[src/rtl/song_memory_bank.sv]
// Multi-slot song store: appends notes per slot and streams a latched slot out one note per read.
// Define SONG_LOOP_EN to make playback wrap to the first note instead of stopping after the last.
module song_memory_bank #(
  parameter int DATA_WIDTH  = 8,
  parameter int DEPTH       = 64,
  parameter int SLOTS       = 4,
  parameter int STATE_WIDTH = 2,
  localparam int ADDR_W     = $clog2(DEPTH),
  localparam int SLOT_W     = $clog2(SLOTS)
) (
  input  logic                   clk,
  input  logic                   rst_n,
  input  logic [STATE_WIDTH-1:0] current_state,
  input  logic [SLOT_W-1:0]      slot_sel,
  input  logic                   write_en,
  input  logic [DATA_WIDTH-1:0]  data_in,
  input  logic                   clear_slot,
  input  logic                   read_en,
  input  logic                   read_rst,
  output logic [DATA_WIDTH-1:0]  data_out,
  output logic                   output_ready,
  output logic [ADDR_W:0]        duration,
  output logic                   play_done,
  output logic                   full,
  output logic [1:0]             dbg_state
);

  typedef enum logic [1:0] {IDLE = 2'd0, PLAY = 2'd1, DONE = 2'd2} state_e;

  logic [DATA_WIDTH-1:0] mem_q [SLOTS][DEPTH];
  logic [ADDR_W:0]       len_q [SLOTS];

  state_e                state_q, state_d;
  logic [ADDR_W:0]       rd_ptr_q, rd_ptr_d;
  logic [SLOT_W-1:0]     play_slot_q, play_slot_d;
  logic [DATA_WIDTH-1:0] data_out_q, data_out_d;
  logic                  output_ready_q, output_ready_d;
  logic                  play_done_q, play_done_d;

  logic                  active;
  logic [ADDR_W:0]       sel_len, cur_len, ptr_inc;
  logic                  wr_fire;

  assign active  = (current_state != '1);
  assign sel_len = len_q[slot_sel];
  assign cur_len = len_q[play_slot_q];
  assign ptr_inc = rd_ptr_q + 1'b1;
  assign full    = (sel_len == (ADDR_W+1)'(DEPTH));
  assign wr_fire = write_en && !clear_slot && !full;

  // Storage carries no reset; the read below sees pre-write contents on a same-cycle write.
  always_ff @(posedge clk) begin
    if (wr_fire) mem_q[slot_sel][sel_len[ADDR_W-1:0]] <= data_in;
  end

  always_ff @(posedge clk or negedge rst_n) begin
    if (!rst_n) begin
      for (int s = 0; s < SLOTS; s++) len_q[s] <= '0;
    end else if (clear_slot) begin
      len_q[slot_sel] <= '0;
    end else if (wr_fire) begin
      len_q[slot_sel] <= sel_len + 1'b1;
    end
  end

  always_ff @(posedge clk or negedge rst_n) begin
    if (!rst_n) begin
      state_q        <= IDLE;
      rd_ptr_q       <= '0;
      play_slot_q    <= '0;
      data_out_q     <= '0;
      output_ready_q <= 1'b0;
      play_done_q    <= 1'b0;
    end else begin
      state_q        <= state_d;
      rd_ptr_q       <= rd_ptr_d;
      play_slot_q    <= play_slot_d;
      data_out_q     <= data_out_d;
      output_ready_q <= output_ready_d;
      play_done_q    <= play_done_d;
    end
  end

  // Handshake: read_en in PLAY is accepted on that edge; its note appears with a one-cycle
  // output_ready strobe on the next cycle. There is no backpressure; unaccepted requests are dropped.
  always_comb begin
    state_d        = state_q;
    rd_ptr_d       = rd_ptr_q;
    play_slot_d    = (state_q == IDLE) ? slot_sel : play_slot_q;
    data_out_d     = data_out_q;
    output_ready_d = 1'b0;
    play_done_d    = 1'b0;
    if (!active) begin
      state_d    = IDLE;
      rd_ptr_d   = '0;
      data_out_d = '0;
    end else if (read_rst) begin
      state_d  = IDLE;
      rd_ptr_d = '0;
    end else begin
      case (state_q)
        IDLE: begin
          rd_ptr_d = '0;
          state_d  = PLAY;
        end
        PLAY: begin
          if (read_en) begin
            if (rd_ptr_q < cur_len) begin
              data_out_d     = mem_q[play_slot_q][rd_ptr_q[ADDR_W-1:0]];
              output_ready_d = 1'b1;
              rd_ptr_d       = ptr_inc;
              if (ptr_inc == cur_len) begin
                play_done_d = 1'b1;
`ifdef SONG_LOOP_EN
                rd_ptr_d = '0;
`else
                state_d = DONE;
`endif
              end
            end else begin
              // Empty slot (or one cleared under the pointer): nothing left to deliver.
              play_done_d = 1'b1;
              state_d     = DONE;
            end
          end
        end
        default: ;
      endcase
    end
  end

  assign data_out     = active ? data_out_q : '0;
  assign output_ready = output_ready_q && active && !read_rst;
  assign play_done    = play_done_q;
  assign duration     = cur_len;
  assign dbg_state    = state_q;

endmodule

[config.mk]
export PLATFORM = sky130hd
export DESIGN_NAME = song_memory_bank
export DESIGN_NICKNAME = d
export VERILOG_FILES = /design/src/rtl/song_memory_bank.sv
export SDC_FILE = /design/constraint.sdc
export NUM_CORES = 2
export LEC_CHECK = 0
export CORE_MARGIN = 5
export CORE_UTILIZATION = 35
export CTS_CLUSTER_SIZE = 14
export DETAILED_ROUTE_END_ITERATION = 8
export PLACE_DENSITY_LB_ADDON = 0.3
export REMOVE_ABC_BUFFERS = 1
export SYNTH_ARGS = -nofsm -noshare
export SYNTH_HDL_FRONTEND = slang
export SYNTH_SLANG_ARGS = --single-unit
[constraint.sdc]
create_clock -name clk -period 4.3 [get_ports clk]
set_input_delay 0.645 -clock clk [delete_from_list [all_inputs] [get_ports clk]]
set_output_delay 0.645 -clock clk [all_outputs]
set_load 0.05 [all_outputs]
# Word-level counts from Yosys, hierarchy flattened

Memories as Yosys holds them, arrays and structs flattened.
Cells that the tools add are included.

Bits in registers: 49
Bits in latches: 0
RAM bits: 2048
Bits in read-only memories: 0
Input port bits: 18
Output and inout bits: 20
Logic and storage cells: 98
Memories: 1

Add/subtract/negate cells: 2
Multipliers: 0
Divide/modulo/power cells: 0
Magnitude comparators: 7
Equal/unequal tests: 12
Shift-type cells: 0
Mux-type cells: 46
Bitwise operators: 6
Reductions and logical operators: 14

Memories:

| name  | depth | bits a word | read ports | clocked after memory_dff | wr ports | RTL line | RTL |
|---|---|---|---|---|---|---|---|
| mem_q | 4     | 512         | 1          | 0                        | 1        | 30       | `logic [DATA_WIDTH-1:0] mem_q [SLOTS][DEPTH];` |

Operator list:

| cell                                                                          | number |
|---|---|
| 512-bit two-way mux                                                           | 1 |
| 8-bit two-way mux                                                             | 9 |
| 7-bit two-way mux                                                             | 9 |
| 28-bit two-way mux                                                            | 2 |
| 8-bit binary-select mux with 6-bit select                                     | 1 |
| 8-bit demux with 6-bit select                                                 | 1 |
| 28-bit bitwise AND                                                            | 1 |
| 7-bit binary-select mux with 2-bit select                                     | 2 |
| 28-bit bitwise mux                                                            | 1 |
| 28-bit inverter                                                               | 1 |
| 7-bit by 1-bit adder with 7-bit output (second input constant)                | 2 |
| 7-bit demux with 2-bit select                                                 | 1 |
| 7-bit greater-or-equal comparator (second input constant)                     | 2 |
| 6-bit inverter with 7-bit output                                              | 2 |
| 7-bit one-hot mux with 2 select lines                                         | 1 |
| 1-bit two-way mux                                                             | 12 |
| 2-bit two-way mux                                                             | 5 |
| 4-bit inequality test (second input constant)                                 | 2 |
| 7-bit equality test                                                           | 1 |
| 7-bit equality test (second input constant)                                   | 1 |
| 7-bit by 1-bit less-than comparator with 1-bit output (second input constant) | 1 |
| 7-bit less-than comparator                                                    | 1 |
| 3-bit greater-or-equal comparator (second input constant)                     | 2 |
| 1-bit logical AND                                                             | 6 |
| other kinds (13)                                                              | 20 |

# Logic depth before layout (Yosys ltp)

Word-level depth: 11
Mapped depth: 16
Depth with buffers taken out: 10

# Least setup slack after synthesis

OpenSTA, ideal clock, no wires.

Path kind: register to register
Start point: register play_slot_q[0]
End point: register data_out_q[3]
Library setup time: 0.126 ns
Data arrival time: 3.588 ns
Data required time: 4.174 ns
Path slack: 0.586 ns
Cell stages (with the launch flop): 17
Buffers on the path: 7
Clock period less this slack: 3.714 ns
Path through: dfrtp_1 > buf_6 > buf_6 > buf_4 > buf_4 > buf_4 > buf_2 > mux4_2 > ha_1 > nand2b_1 > a21oi_1 > o22ai_1 > nand2_1 > clkbuf_1 > inv_1 > a211oi_1 > o21ai_1

Elaborated cells between the ends (all ways): 16
Classes of those cells: order compare: 1; eq/ne: 1; mux: 11; bitwise: 1; reduce/logical: 1; memory: 1

RTL lines:

| element                                                    | RTL line | RTL |
|---|---|---|
| start, declared                                            | 35       | `logic [SLOT_W-1:0] play_slot_q, play_slot_d;` |
| start signal, assigned                                     | 77       | `play_slot_q <= play_slot_d;` |
| 2-bit inverter with 3-bit output (not written as such)     | 46       | `assign cur_len = len_q[play_slot_q];` |
| 7-bit binary-select mux with 2-bit select                  | 46       |  |
| 7-bit two-way mux (not written as such) (2 in a row)       | 46       |  |
| net duration[0]                                            | 22       | `output logic [ADDR_W:0] duration,` |
| 7-bit less-than comparator                                 | 108      | `if (rd_ptr_q < cur_len) begin` |
| 2-bit by 1-bit inequality test with 1-bit output (no line) | -        |  |
| 4-bit AND reduction (no line)                              | -        |  |
| end signal, assigned                                       | 78       | `data_out_q <= data_out_d;` |
| end, declared                                              | 36       | `logic [DATA_WIDTH-1:0] data_out_q, data_out_d;` |

The timed path passes the listed nets, and every way through them passes these cells. The select of a mux whose other input is x is not followed.
A chain may end at the register's enable or synchronous reset.

# Final worst setup path

Start point: register play_slot_q[0]
End point: register data_out_q[3]

Longest elaborated chain between the ends: 9
Elaborated cells between the ends (all ways): 16
Classes of those cells: order compare: 1; eq/ne: 1; mux: 11; bitwise: 1; reduce/logical: 1; memory: 1

Ends and longest elaborated chain:

| element                                              | RTL line | RTL |
|---|---|---|
| memory 4 x 512 bit                                   | -        |  |
| 8-bit binary-select mux with 6-bit select            | 109      | `data_out_d = mem_q[play_slot_q][rd_ptr_q[ADDR_W-1:0]];` |
| 8-bit two-way mux (not written as such) (2 in a row) | 109      |  |
| 8-bit two-way mux                                    | 108      |  |
| 8-bit two-way mux                                    | 107      | `if (read_en) begin` |
| 8-bit two-way mux                                    | 101      | `case (state_q)` |
| 8-bit two-way mux                                    | 97       | `end else if (read_rst) begin` |
| 8-bit two-way mux                                    | 93       | `if (!active) begin` |

Several ways; a longest one is shown, not always the timed one. The select of a mux whose other input is x is not followed.

==> results summary <==
The count of warnings emitted by yosys came out at 0. In the final layout, the share of cells above drive strength 1 is 0.286. The critical setup path kind is register to register. The initial antenna violation count is 12. Once detail routing completed, the nets flagged for antenna violations numbered 0. The adder and majority cell fraction of the synthesized area is 0.00151.

The standard cell core area is 235000 µm². The final clock skew came out at 45.6 ps. The number of buffers inserted during clock tree synthesis is 209. The area used by sequential logic in the layout is 62700 µm². The die footprint is 247000 µm². The highest achievable clock rate is 251 MHz. The arrival time of the worst setup path is 4710 ps. The global-route wire length before repair came out at 350000 µm.

In this run the worst path has a maximum fanout of 17. The required time at the worst-slack endpoint is 5020 ps. The sum of negative setup slack is 0 ps.

The standby leakage power is 31.1 nW. For this run, the register share of the synthesized area comes to 0.757. The area fraction in compound gates after synthesis came to 0.0283. The count of TritonRoute iterations in the first routing pass came out at 5. Of the total synthesized cell area, the portion taken by XOR and XNOR cells is 0.00211. The area share of and/or/nand/nor cells after synthesis came out at 0.0369. The worst-case hold slack is 395 ps.

The detailed router finished its first iteration with 5528 violations. The clock tree from TritonCTS is done. The number of I/O pins came out at 38. The final worst-path cycle share came out at 0.926. The worst slew margin relative to its limit is 0.177. The standard-cell row count is 178. The initial cell density of the core came out at 0.352. The count of hold-fix buffers inserted at cts came out at 1. The CTS sink count came out at 2097. The tightest min-delay check is of the input port to register type.

After synthesis, the largest family of logic cells by area is multiplexers. Entering global routing, the biggest net connects 111 pins. The number of hold violations in the final report is 0.

The final net count came out at 4646. The relative area change from synthesis to final layout came out at 17.1%. The final routed DRC violation total is 0. The total of flip-flops plus latches after synthesis is 2097. The area of the mapped netlist came out at 82800 µm².

A synthesized cell averages 20.3 µm². STA classifies the critical path startpoint as a register. The count of port buffers added during placement is 37. The die outline height came out at 497 µm. The H-tree depth is 4.

The clock transition at the registers of the reported paths came out at 60 ps. The run finished with clean final reports. The setup violation total in the final timing report came out at 0. The power density over cell area is 515 nW/µm². Global routing finished with a remaining overflow of 0. The filler cell count came out at 20.7k. For this run, asynchronously set or reset flops after synthesis account for 0.0234. Once the clock tree was built, the resizer swapped 0 gates to a different size. The dominant synthesized flop cell is sky130_fd_sc_hd__edfxtp_1. Counting flops with a built-in enable in the synthesized netlist gives 2048. Among all stages on the critical path, the largest delay is contributed by sky130_fd_sc_hd__dfrtp_4. The count of final max-slew check failures is 0. The transition at the pin with the smallest max-transition slack came out at 1230 ps. After synthesis, the netlist uses 71 different library cells. Setup repair after global routing left no endpoint under its margin. The type of element capturing the critical path is a register. The via count of the first global-routing pass came out at 44.2k. The shortest clock period the worst path allows after layout is 3980 ps. The number of setup buffers added after CTS is 0. After detailed routing, the total wire length is 252000 µm. The max-capacitance violation count is 0. The tree is rooted in a sky130_fd_sc_hd__clkbuf_16. The average wire length per cell after detail routing is 31.7 µm.

The critical path goes through buf_12, buf_4, mux4_2, a22oi_1, o21ai_0, a32o_1, nor4_1, buf_4, o31a_1, o21ai_1. The source-to-sink clock delay at the later pin of the worst-skew pair is 870 ps. In this design, the critical path's most frequently occurring cell is sky130_fd_sc_hd__buf_4. The multiplexer share of the synthesized area is 0.157.

The number of buffers on the longest clock path came out at 3. The total global-route track usage is 0.201. The largest stage delay on the critical path came out at 720 ps. Summing all multi-input logic gate instances after layout gives 18800 µm².

The routed via count divided by cell count is 5.60. The HPWL reported at the end of detailed placement is 164000 µm. The number of buffer and inverter stages on the critical path is 3. The final weighted congestion in routability-driven placement came out at 0.898. The die is 497 µm wide. The number of standard cells in the layout, taps in and fillers out is 7939. IR analysis of the VDD net gives a maximum drop of 0.360 mV. The number of cells after detailed placement came out at 7556. The cell count after synthesis came out at 4089. In this design, the largest share of critical-path delay is due to compound AO/OA/AOI/OAI gates. The total vias in the final route is 44.5k.
per-stage QoR:
step	setup slack, ps	util	area [µm²]	total power [mW]
after floorplan	-17890	-	81500	28.5
final	316	0.412	97000	49.9
after global routing	178	0.412	97000	51.4
after detailed placement	-52.3	0.384	90500	32.9
after global placement	7.04	0.384	90500	32.9
after CTS	319	0.412	97000	50.2
logic make-up after synthesis:
group | Yosys count
buffers and inverters | 255
AO/OA/AOI/OAI | 334
adder cells (fa/ha/maj) | 10
multiplexers | 662
flip-flops | 2097
XOR/XNOR | 20
AND/OR/NAND/NOR | 711
final timing paths:
check	from	depth (start not counted)	endpoint	slack (ps)
min	data_in[7]	1	mem_q[1][23]	390
max reg2reg	play_slot_q[0]	10	data_out_q[3]	320
max in group asynchronous	rst_n	3	rd_ptr_q[0]	3230
min in group asynchronous	rst_n	3	output_ready_q	490
max	play_slot_q[0]	10	data_out_q[3]	320
min reg2reg	data_out_q[1]	2	data_out_q[1]	490
report_power, final:
group | switching [mW] | internal (mW)
logic | 5.66 | 4.10
clock network | 7.72 | 9.68
registers | 0.205 | 22.5
sequential cells by signal (all words and copies together) (netlist names):
name            cells
mem_q            2048
len_q              28
data_out_q          8
rd_ptr_q            7
dbg_state           2
play_slot_q         2
output_ready_q      1
play_done           1
routing by layer:
metal / vias to the layer above / track usage / wire, µm
met5: - / 0 / 41
met4: 6 / 0.0797 / 11500
met3: 476 / 0.0424 / 21800
met2: 2323 / 0.314 / 117000
met1: 23700 / 0.279 / 101000
li1: 17900 / - / -
area by class of cell:
type,count,area share
antenna,3,0.0000774
clock inverter,114,0.0103
clock buffer,265,0.0565
sequential,2097,0.647
multi-input combinational,1737,0.194
tap,3150,0.0406
timing repair buffer,552,0.0512
inverter,21,0.000864
layout by cell type (no fill, tap or decap), types with 34 or more instances in the layout:
| cell type | n |
|---|---|
| sky130_fd_sc_hd__nor2_1 | 322 |
| sky130_fd_sc_hd__buf_12 | 56 |
| sky130_fd_sc_hd__dfrtp_1 | 43 |
| sky130_fd_sc_hd__clkbuf_16 | 211 |
| sky130_fd_sc_hd__a21oi_1 | 45 |
| sky130_fd_sc_hd__o22ai_1 | 44 |
| sky130_fd_sc_hd__mux4_2 | 509 |
| sky130_fd_sc_hd__clkinv_1 | 49 |
| sky130_fd_sc_hd__buf_4 | 459 |
| sky130_fd_sc_hd__nand2_1 | 204 |
| sky130_fd_sc_hd__a22oi_1 | 52 |
| sky130_fd_sc_hd__mux2i_1 | 122 |
| sky130_fd_sc_hd__clkinv_2 | 36 |
| sky130_fd_sc_hd__o21ai_0 | 48 |
| sky130_fd_sc_hd__edfxtp_1 | 2048 |
| sky130_fd_sc_hd__nor3_1 | 34 |
| sky130_fd_sc_hd__clkbuf_1 | 54 |
Yosys cell counts, types with 4 or more instances:
library cell,instances,area share
sky130_fd_sc_hd__nand2_1,205,0.0093
sky130_fd_sc_hd__mux2i_1,122,0.015
sky130_fd_sc_hd__a211o_1,4,0.00042
sky130_fd_sc_hd__a32o_1,5,0.00060
sky130_fd_sc_hd__buf_1,27,0.0012
sky130_fd_sc_hd__a2111oi_0,8,0.00085
sky130_fd_sc_hd__inv_1,16,0.00072
sky130_fd_sc_hd__or2_2,6,0.00045
sky130_fd_sc_hd__buf_4,37,0.0034
sky130_fd_sc_hd__o21ai_0,48,0.0029
sky130_fd_sc_hd__o22ai_1,44,0.0033
sky130_fd_sc_hd__mux2_2,31,0.0042
sky130_fd_sc_hd__ha_1,10,0.0015
sky130_fd_sc_hd__nor3_1,36,0.0022
sky130_fd_sc_hd__nor2_1,323,0.015
sky130_fd_sc_hd__xor2_1,4,0.00042
sky130_fd_sc_hd__nand2b_1,21,0.0016
sky130_fd_sc_hd__and3_1,6,0.00045
sky130_fd_sc_hd__a22o_1,21,0.0022
sky130_fd_sc_hd__buf_2,66,0.0040
sky130_fd_sc_hd__a22oi_1,52,0.0047
sky130_fd_sc_hd__a221oi_1,6,0.00063
sky130_fd_sc_hd__nand3_1,31,0.0019
sky130_fd_sc_hd__xnor2_1,16,0.0017
sky130_fd_sc_hd__nor4_1,10,0.00076
sky130_fd_sc_hd__a31oi_1,13,0.00098
sky130_fd_sc_hd__a21oi_1,45,0.0027
sky130_fd_sc_hd__or3_1,4,0.00030
sky130_fd_sc_hd__buf_6,23,0.0031
sky130_fd_sc_hd__dfrtp_1,49,0.015
sky130_fd_sc_hd__a211oi_1,22,0.0020
sky130_fd_sc_hd__clkbuf_1,78,0.0035
sky130_fd_sc_hd__edfxtp_1,2048,0.74
sky130_fd_sc_hd__nor2b_1,27,0.0020
sky130_fd_sc_hd__mux4_2,509,0.14
sky130_fd_sc_hd__nand4_1,13,0.00098
sky130_fd_sc_hd__a311oi_1,4,0.00042
sky130_fd_sc_hd__o311ai_0,4,0.00042
sky130_fd_sc_hd__o221ai_1,22,0.0023
sky130_fd_sc_hd__and2_1,20,0.0015
Power figures use the tool's default switching activity.
